===== src/rtl/pipe_stage_skid.sv =====
// -----------------------------------------------------------------------------
// pipe_stage_skid
//   Generic pipeline stage register with a valid/ready handshake. It carries a
//   control bundle, NUM_LANES data words and a destination register address.
//   A two-entry buffer gives full throughput while keeping ready_o registered.
//   The two entries are the output register (OUT) and a skid register (SKID).
//   The stage also provides a flush that inserts a bubble, a global hold
//   (stall_i), and a saturating stall counter for performance monitoring.
//
// Ports
//   clk_i        in   clock; all state updates on the rising edge
//   rst_i        in   synchronous, active-low reset
//   flush_i      in   discard all held entries and insert a bubble
//   stall_i      in   hold every register; no enqueue and no dequeue
//   valid_i      in   upstream entry valid
//   ready_o      out  stage can accept an entry this cycle
//   ctrl_i       in   control bundle in
//   data_i       in   data lanes in; lane k = [k*DATA_W +: DATA_W]
//   rd_addr_i    in   destination register address in
//   valid_o      out  output entry valid
//   ready_i      in   downstream accepts
//   ctrl_o       out  control bundle out; reads 0 when valid_o = 0
//   data_o       out  data lanes out
//   rd_addr_o    out  destination register address out
//   stall_cnt_o  out  saturating count of stalled cycles
// -----------------------------------------------------------------------------
module pipe_stage_skid #(
  parameter int CTRL_W      = 4,
  parameter int DATA_W      = 32,
  parameter int NUM_LANES   = 2,
  parameter int ADDR_W      = 5,
  parameter int STALL_CNT_W = 16
) (
  input  logic                        clk_i,
  input  logic                        rst_i,
  input  logic                        flush_i,
  input  logic                        stall_i,
  input  logic                        valid_i,
  output logic                        ready_o,
  input  logic [CTRL_W-1:0]           ctrl_i,
  input  logic [NUM_LANES*DATA_W-1:0] data_i,
  input  logic [ADDR_W-1:0]           rd_addr_i,
  output logic                        valid_o,
  input  logic                        ready_i,
  output logic [CTRL_W-1:0]           ctrl_o,
  output logic [NUM_LANES*DATA_W-1:0] data_o,
  output logic [ADDR_W-1:0]           rd_addr_o,
  output logic [STALL_CNT_W-1:0]      stall_cnt_o
);

  typedef struct packed {
    logic [CTRL_W-1:0]           ctrl;
    logic [NUM_LANES*DATA_W-1:0] data;
    logic [ADDR_W-1:0]           addr;
  } entry_t;

  localparam logic [STALL_CNT_W-1:0] CNT_MAX = '1;

  entry_t                 in_entry;
  entry_t                 out_q;
  entry_t                 skid_q;
  logic                   out_v;
  logic                   skid_v;
  logic                   fire_in;
  logic                   fire_out;
  logic                   load_out;
  logic [STALL_CNT_W-1:0] stall_cnt;

  assign in_entry = '{ctrl: ctrl_i, data: data_i, addr: rd_addr_i};

  // ready_o depends on registered state plus stall_i only. It never depends
  // on ready_i, which keeps long combinational paths out of the handshake.
  assign ready_o  = !skid_v && !stall_i;
  assign fire_in  = valid_i && ready_o;
  assign fire_out = out_v && ready_i && !stall_i;
  // OUT may be rewritten when it is empty or when its entry leaves this cycle.
  assign load_out = !out_v || fire_out;

  always_ff @(posedge clk_i) begin
    // NOTE: the payload registers are cleared as well as the valid bits,
    // because data_o and rd_addr_o must read zero after reset and after a flush.
    if (!rst_i) begin
      out_v     <= 1'b0;
      skid_v    <= 1'b0;
      out_q     <= '0;
      skid_q    <= '0;
      stall_cnt <= '0;
    end else if (flush_i) begin
      // A flush overrides a stall, and a flush cycle is not counted as stalled.
      out_v  <= 1'b0;
      skid_v <= 1'b0;
      out_q  <= '0;
      skid_q <= '0;
    end else if (stall_i) begin
      if (stall_cnt != CNT_MAX) begin
        stall_cnt <= stall_cnt + STALL_CNT_W'(1);
      end
    end else if (load_out) begin
      if (skid_v) begin
        // SKID drains first, which preserves order. ready_o is low while SKID
        // is full, so fire_in is 0 here in practice. The refill path is kept
        // so the update stays self-consistent.
        out_q  <= skid_q;
        out_v  <= 1'b1;
        skid_v <= fire_in;
        if (fire_in) begin
          skid_q <= in_entry;
        end
      end else if (fire_in) begin
        out_q <= in_entry;
        out_v <= 1'b1;
      end else begin
        out_v <= 1'b0;
      end
    end else if (fire_in) begin
      // OUT is occupied and blocked, so the accepted entry goes to SKID.
      skid_q <= in_entry;
      skid_v <= 1'b1;
    end
  end

  assign valid_o     = out_v;
  // Bubbles must never assert RegWrite or MemWrite downstream.
  // data_o and rd_addr_o simply hold their last value.
  assign ctrl_o      = out_v ? out_q.ctrl : '0;
  assign data_o      = out_q.data;
  assign rd_addr_o   = out_q.addr;
  assign stall_cnt_o = stall_cnt;

endmodule

===== config.mk =====
export PLATFORM = sky130hd
export DESIGN_NAME = pipe_stage_skid
export DESIGN_NICKNAME = d
export VERILOG_FILES = /design/src/rtl/pipe_stage_skid.sv
export SDC_FILE = /design/constraint.sdc
export NUM_CORES = 1
export LEC_CHECK = 0
export BUFFER_PORTS_ARGS = -buffer_cell sky130_fd_sc_hd__buf_2
export CAP_MARGIN = 5
export CORE_AREA = 2 2 116 118
export CTS_BUF_LIST = sky130_fd_sc_hd__clkbuf_8
export CTS_CLUSTER_DIAMETER = 60
export DETAILED_ROUTE_END_ITERATION = 16
export DIE_AREA = 0 0 118 120
export PLACE_DENSITY = 0.82
export SYNTH_ARGS = -nofsm -noshare
export SYNTH_HDL_FRONTEND = slang
export SYNTH_SLANG_ARGS = --single-unit

===== constraint.sdc =====
create_clock -name clk_i -period 1.7 [get_ports clk_i]
set_input_delay 0.51 -clock clk_i [delete_from_list [all_inputs] [get_ports clk_i]]
set_output_delay 0.51 -clock clk_i [all_outputs]
set_load 0.01 [all_outputs]

==> flow_summary.json, run 1 <==
{
  "status": "finished, final reports clean",
  "multi_input_area_um2": 3130,
  "die_h_um": 120,
  "tightest_slew_ns": 0.547,
  "wl_per_cell_um": 14.0,
  "period_needed_ns": 1.66,
  "grt_pass1_vias": 5441,
  "power.density_nw_per_um2": 954,
  "drt-pass1-iter-count": 4,
  "clock_skew_ns": 0.0119,
  "port_buffers": 169,
  "gr-usage-met2_pct": 37.6,
  "synth.avg_cell_area_um2": 8.64,
  "reg2reg_depth": 7,
  "cp_max_fo": 5,
  "yosysWarnings": 0,
  "synthCells": 826,
  "pwr-share-clk_pct": 43.1,
  "yosysSeqAreaShare_pct": 46.0,
  "ant_nets": 0,
  "dr.first_iter.drc_count": 375,
  "finalSetupViolCount": 0,
  "final-seq-area_um2": 3290,
  "slew_violations": 0,
  "relSlewSlack_pct": 63.5,
  "swShare_pct": 22.4,
  "start_util_pct": 55.0,
  "p_leak_nw": 3.25,
  "clock_sinks": 164,
  "htree_levels": 4,
  "seqPwrFrac_pct": 48.8,
  "ys_ff_latch": 164,
  "via_per_inst": 5.24,
  "min_path_type": "in -> reg",
  "power_switching_w": 0.00182,
  "die_w_um": 118,
  "syn_area_um2": 7140,
  "r2r-start": "valid_o",
  "period_share_pct": 97.7,
  "drv_cap": 0,
  "gr-usage-met3_pct": 6.32,
  "peakVddDrop_mv": 0.798,
  "ys.flop_type": "dfxtp_1",
  "grt_max_degree": 53,
  "use_met1_pct": 26.0,
  "finalHoldViolCount": 0,
  "fin_worst_hold_slack_ns": 0.295,
  "cts_root_buf": "clkbuf_8",
  "crit_path_start": "valid_o",
  "grt_busiest_layer": "met2",
  "core_region_area_um2": 13000,
  "endpoint_kind": "output pin",
  "numCtsBuffers": 17,
  "timing.rr.end": "data_o[44]",
  "fmax_mhz": 602,
  "dr_total_vias": 5875,
  "ios": 170,
  "area_growth_pct": 18.8,
  "criticalPathCategory": "reg -> out",
  "crit_end": "ctrl_o[2]",
  "synth.distinct_cells": 42,
  "gr-total-overflow": 0,
  "gp_congestion": 0.779,
  "postSynth.asyncResetShare_pct": 0,
  "dp.final_hpwl_mm": 10.6,
  "synthesis.nets": 906,
  "startpoint_type": "register",
  "ff2ff_setup_slack_ns": 0.07,
  "internal-power_w": 0.00628,
  "clk_path_buf_depth": 2,
  "nNetsFinal": 1012,
  "drc_errors": 0,
  "critical_path_required_ns": 1.19,
  "drive_gt1_share_pct": 28.1,
  "p_comb_share_pct": 8.2,
  "clk_pin_slew_ns": 0.09,
  "synth_edf_count": 0,
  "grt_pass1_wl_mm": 25.2,
  "track_usage_pct": 22.0,
  "antenna_cells": 0,
  "routed_wl_mm": 15.7,
  "rows": 42,
  "cts_tree": "yes",
  "fillers": 1093,
  "cp.arrival_ns": 1.15,
  "tns_ns": 0,
  "antenna_found_initial": 1,
  "die_area_um2": 14200,
  "clkLatencyLatePin_ns": 0.46,
  "grt_setup_unrepaired": "yes"
}
-- power groups by stage --
stage	sequential (W)	clock (W)	combinational, W
after floorplan	0.00403	0	0.000427
after global placement	0.00404	0	0.000637
after detailed placement	0.00404	0	0.000650
after CTS	0.00395	0.00355	0.000657
after global routing	0.00396	0.00372	0.000731
final	0.00395	0.00349	0.000661
-- layout make-up --
cell class | count | area share [%]
Clock buffer | 18 | 2.92
Clock inverter | 14 | 3.04
Inverter | 6 | 0.265
Multi-Input combinational cell | 530 | 36.9
Sequential cell | 164 | 38.8
Tap cell | 176 | 2.60
Timing Repair Buffer | 213 | 15.5
-- worst min path at each step --
stage	from	endpoint	slack, ns	cells past startpoint
2_1_floorplan	skid_q[0]	skid_q[0]	0.44	2
3_3_place_gp	skid_q[2]	skid_q[2]	0.44	2
3_5_place_dp	skid_q[24]	skid_q[24]	0.45	2
4_1_cts	data_i[1]	skid_q[6]	0.27	3
5_1_grt	data_i[2]	skid_q[7]	0.27	3
6_report	data_i[1]	skid_q[6]	0.30	3
-- synthesized netlist by cell type (3+ instances only) --
cell type,n,share of area (%)
clkbuf_1,25,1.3
nor2b_1,3,0.26
nand2b_1,6,0.53
nor3_1,3,0.21
a211oi_1,75,7.9
nor2_1,82,4.3
inv_1,6,0.32
o31ai_1,3,0.32
o21ai_0,3,0.21
or3_1,4,0.35
and2_1,5,0.44
a21oi_1,83,5.8
or4_1,4,0.42
nor4_1,3,0.26
buf_1,6,0.32
nand2_1,155,8.1
buf_2,25,1.8
nand3_1,3,0.21
buf_4,69,7.3
mux2i_1,76,11
dfxtp_1,164,46
-- repair_timing --
item                       4_1_cts  5_1_grt
setup buffers                    2        0
pin swaps                        0        1
setup endpoints to repair        4       77
resized for setup               11       14
hold buffers                     0        0
hold endpoints to repair         0        0
-- layer usage --
layer,part of all wire (%),wire length [um]
met5,0.083,13
met4,1.9,305
met3,4.9,772
met2,49,7690
met1,44,6910
-- metrics by stage --
stage / setup slack (ns) / util (%) / power, W / cells / cell area, um^2
2_1_floorplan: 0.0903 / - / 0.00446 / 826 / 7140
3_3_place_gp: -0.0976 / 60.6 / 0.00467 / 1087 / 7870
3_5_place_dp: -0.199 / 60.6 / 0.00469 / 1087 / 7870
4_1_cts: 0.00600 / 64.9 / 0.00815 / 1121 / 8430
5_1_grt: -0.0990 / 65.4 / 0.00840 / 1121 / 8490
6_report: 0.0386 / 65.4 / 0.00810 / 1121 / 8490
-- kinds of logic after synthesis --
group / after synthesis / synth area share, %
multiplexers: 76 / 10.7
flip-flops: 164 / 46.0
buffers and inverters: 132 / 11.1
AO/OA/AOI/OAI: 170 / 14.9
AND/OR/NAND/NOR: 282 / 17.1
adder cells (fa/ha/maj): 1 / 0.175
XOR/XNOR: 1 / 0.123
-- worst max-delay path: stages (launching register included) --
cell	delay [ns]
dfxtp_2	0.33
buf_6	0.12
and2_4	0.14
buf_6	0.11
-- cells in the final DEF (no fill, tap or decap), types with 2 or more instances in the layout --
cell type,count
clkbuf_8,18
clkinv_4,3
and2_4,4
nand3_1,3
buf_4,34
mux2i_1,76
clkinv_2,2
nand2b_1,5
nor2b_1,3
a21oi_1,83
buf_12,7
nor2_1,81
a311oi_1,2
a211oi_1,75
bufinv_16,7
or3_1,3
dfxtp_2,3
or4_1,4
nor4_1,2
dfxtp_1,160
nand4_4,2
nor3_4,2
nand4_1,2
nand2_1,155
nor3_1,2
o21ai_0,3
buf_2,163
o31ai_1,3
inv_1,7
buf_6,8
-- registers in the layout, indices dropped and copies added (netlist names) --
signal       count
valid_o          1
out_q            4
skid_v           1
skid_q          73
stall_cnt_o     16
rd_addr_o        5
data_o          64
Power figures use the tool's default switching activity.
==> run 2, diff against run 1 <==
--- a/config.mk
+++ b/config.mk
@@ -7,12 +7,12 @@
 export LEC_CHECK = 0
 export BUFFER_PORTS_ARGS = -buffer_cell sky130_fd_sc_hd__buf_2
 export CAP_MARGIN = 5
-export CORE_AREA = 2 2 116 118
+export CORE_AREA = 2 2 129 131
 export CTS_BUF_LIST = sky130_fd_sc_hd__clkbuf_8
 export CTS_CLUSTER_DIAMETER = 60
 export DETAILED_ROUTE_END_ITERATION = 16
-export DIE_AREA = 0 0 118 120
-export PLACE_DENSITY = 0.82
+export DIE_AREA = 0 0 131 133
+export PLACE_DENSITY = 0.68
 export SYNTH_ARGS = -nofsm -noshare
 export SYNTH_HDL_FRONTEND = slang
 export SYNTH_SLANG_ARGS = --single-unit
==> flow_summary.json, run 2 (synthesized netlist as in run 1, its figures left out) <==
{
  "status": "finished, final reports clean",
  "clock_skew_ns": 0.0115,
  "power.density_nw_per_um2": 898,
  "core_region_area_um2": 16200,
  "p_leak_nw": 3.17,
  "die_area_um2": 17400,
  "tightest_slew_ns": 0.450,
  "drive_gt1_share_pct": 27.4,
  "die_h_um": 133,
  "routed_wl_mm": 15.9,
  "period_needed_ns": 1.62,
  "grt_setup_unrepaired": "no",
  "gp_congestion": 0.770,
  "peakVddDrop_mv": 0.549,
  "wl_per_cell_um": 13.8,
  "clock_sinks": 164,
  "layout_common_cells": "buf_2, dfxtp_1, nand2_1",
  "grt_pass1_vias": 5122,
  "critPathMaxStageDelay_ns": 0.41,
  "via_per_inst": 4.91,
  "nNetsFinal": 1005,
  "relSlewSlack_pct": 70.0,
  "tns_ns": 0,
  "fin_worst_hold_slack_ns": 0.292,
  "clk_path_buf_depth": 2,
  "fillers": 1554,
  "top_layer": "met5",
  "cp.arrival_ns": 1.98,
  "met2_length_mm": 7.60,
  "grt_max_degree": 53,
  "dr.first_iter.drc_count": 276,
  "max_flop_register": "skid_q",
  "ios": 170,
  "criticalPathCategory": "reg -> reg",
  "clkLatencyLatePin_ns": 0.46,
  "gr-total-overflow": 0,
  "finalSetupViolCount": 0,
  "die_w_um": 131,
  "path_delay_family": "flip-flops",
  "worst-path-buf-inv": 1,
  "drv_cap": 0,
  "finalHoldViolCount": 0,
  "cts_hold_buf": 0,
  "grt_pass1_wl_mm": 25.4,
  "clk_pin_slew_ns": 0.09,
  "endpoint_kind": "register",
  "area_growth_pct": 18.1,
  "antenna_cells": 0,
  "crit_path_top_delay_cell": "dfxtp_1",
  "dr_total_vias": 5691,
  "slew_violations": 0,
  "dp.final_hpwl_mm": 10.8,
  "wl_met1_mm": 7.22,
  "rows": 47,
  "htree_levels": 4,
  "drt-pass1-iter-count": 6,
  "startpoint_type": "register",
  "fmax_mhz": 617,
  "start_util_pct": 44.2,
  "period_share_pct": 95.4,
  "layout_commonest_cell": "buf_2",
  "wl_met3_um": 872,
  "antenna_found_initial": 1,
  "crit_chain": "ha_2 -> nand4b_1 -> nor4_2 -> buf_4 -> a21oi_1 -> a311oi_1",
  "ant_nets": 0,
  "cts_root_buf": "clkbuf_8",
  "min_path_type": "in -> reg",
  "numCtsBuffers": 17,
  "critical_path_required_ns": 2.06,
  "largest_register_ffs": 73,
  "track_usage_pct": 18.2,
  "power.total_w": 0.00757,
  "port_buffers": 169,
  "cp_max_fo": 5,
  "cts_tree": "yes",
  "drc_errors": 0
}
[run 2: cell count changes in the layout (fill, tap and decap cells not counted), moves of 4 or more]
cell and change:
buf_4 -11, buf_12 +6, buf_6 -5, and2_1 +4
and2_4 -4, buf_2 +4, bufinv_16 -4
[run 2: worst register-to-register path, stage by stage (launching register included)]
cell	delay (ns)
dfxtp_1	0.41
ha_2	0.24
nand4b_1	0.21
nor4_2	0.19
buf_4	0.17
a21oi_1	0.07
a311oi_1	0.26
[run 2: final cells by class]
cell class                 instances  area [um^2]  share of cell area [%]
clock buffer                      19          262                    3.10
clock inverter                    13          155                    1.84
inverter                           6         22.5                   0.267
multi-input combinational        530         3120                    37.0
sequential                       164         3290                    39.1
tap                              220          275                    3.27
timing repair buffer             206         1300                    15.4
[run 2: final timing paths]
path	cells after the start	slack, ns	start	to
hold / removal	3	0.29	data_i[25]	skid_q[30]
setup / recovery	6	0.08	stall_cnt_o[0]	stall_cnt_o[14]
setup reg to reg	6	0.08	stall_cnt_o[0]	stall_cnt_o[14]
hold reg to reg	2	0.46	skid_q[21]	skid_q[21]
[run 2: where the power goes]
| group | leakage [nW] | total, W | switching (W) | internal (W) |
|---|---|---|---|---|
| logic | 1.63 | 0.000661 | 0.000367 | 0.000293 |
| clock network | 0.210 | 0.00297 | 0.00144 | 0.00152 |
| registers | 1.33 | 0.00394 | 0.0000376 | 0.00391 |
[run 2: what timing repair did]
action / in CTS / in global routing
gates resized for setup: 5 / 10
endpoints found under the setup margin: 5 / 10
pin swaps: 1 / 1
buffers inserted: 1 / 0
endpoints found under the hold margin: 0 / 0
[run 2: stage by stage]
step / worst slack, ns / cell area, um^2 / cells / utilization, %
after floorplan: 0.0903 / 7140 / 826 / -
after global placement: -0.116 / 7970 / 1127 / 49.3
after detailed placement: -0.171 / 7970 / 1127 / 49.3
after CTS: 0.0193 / 8400 / 1159 / 51.9
after global routing: 0.00365 / 8430 / 1158 / 52.1
final: 0.0786 / 8430 / 1158 / 52.1
[run 2: metal layers]
layer  track usage, %  up-vias
li1                 -     2968
met5                0        -
met3             5.86       21
met4             5.67        2
met2             28.8      133
met1             23.6     2567
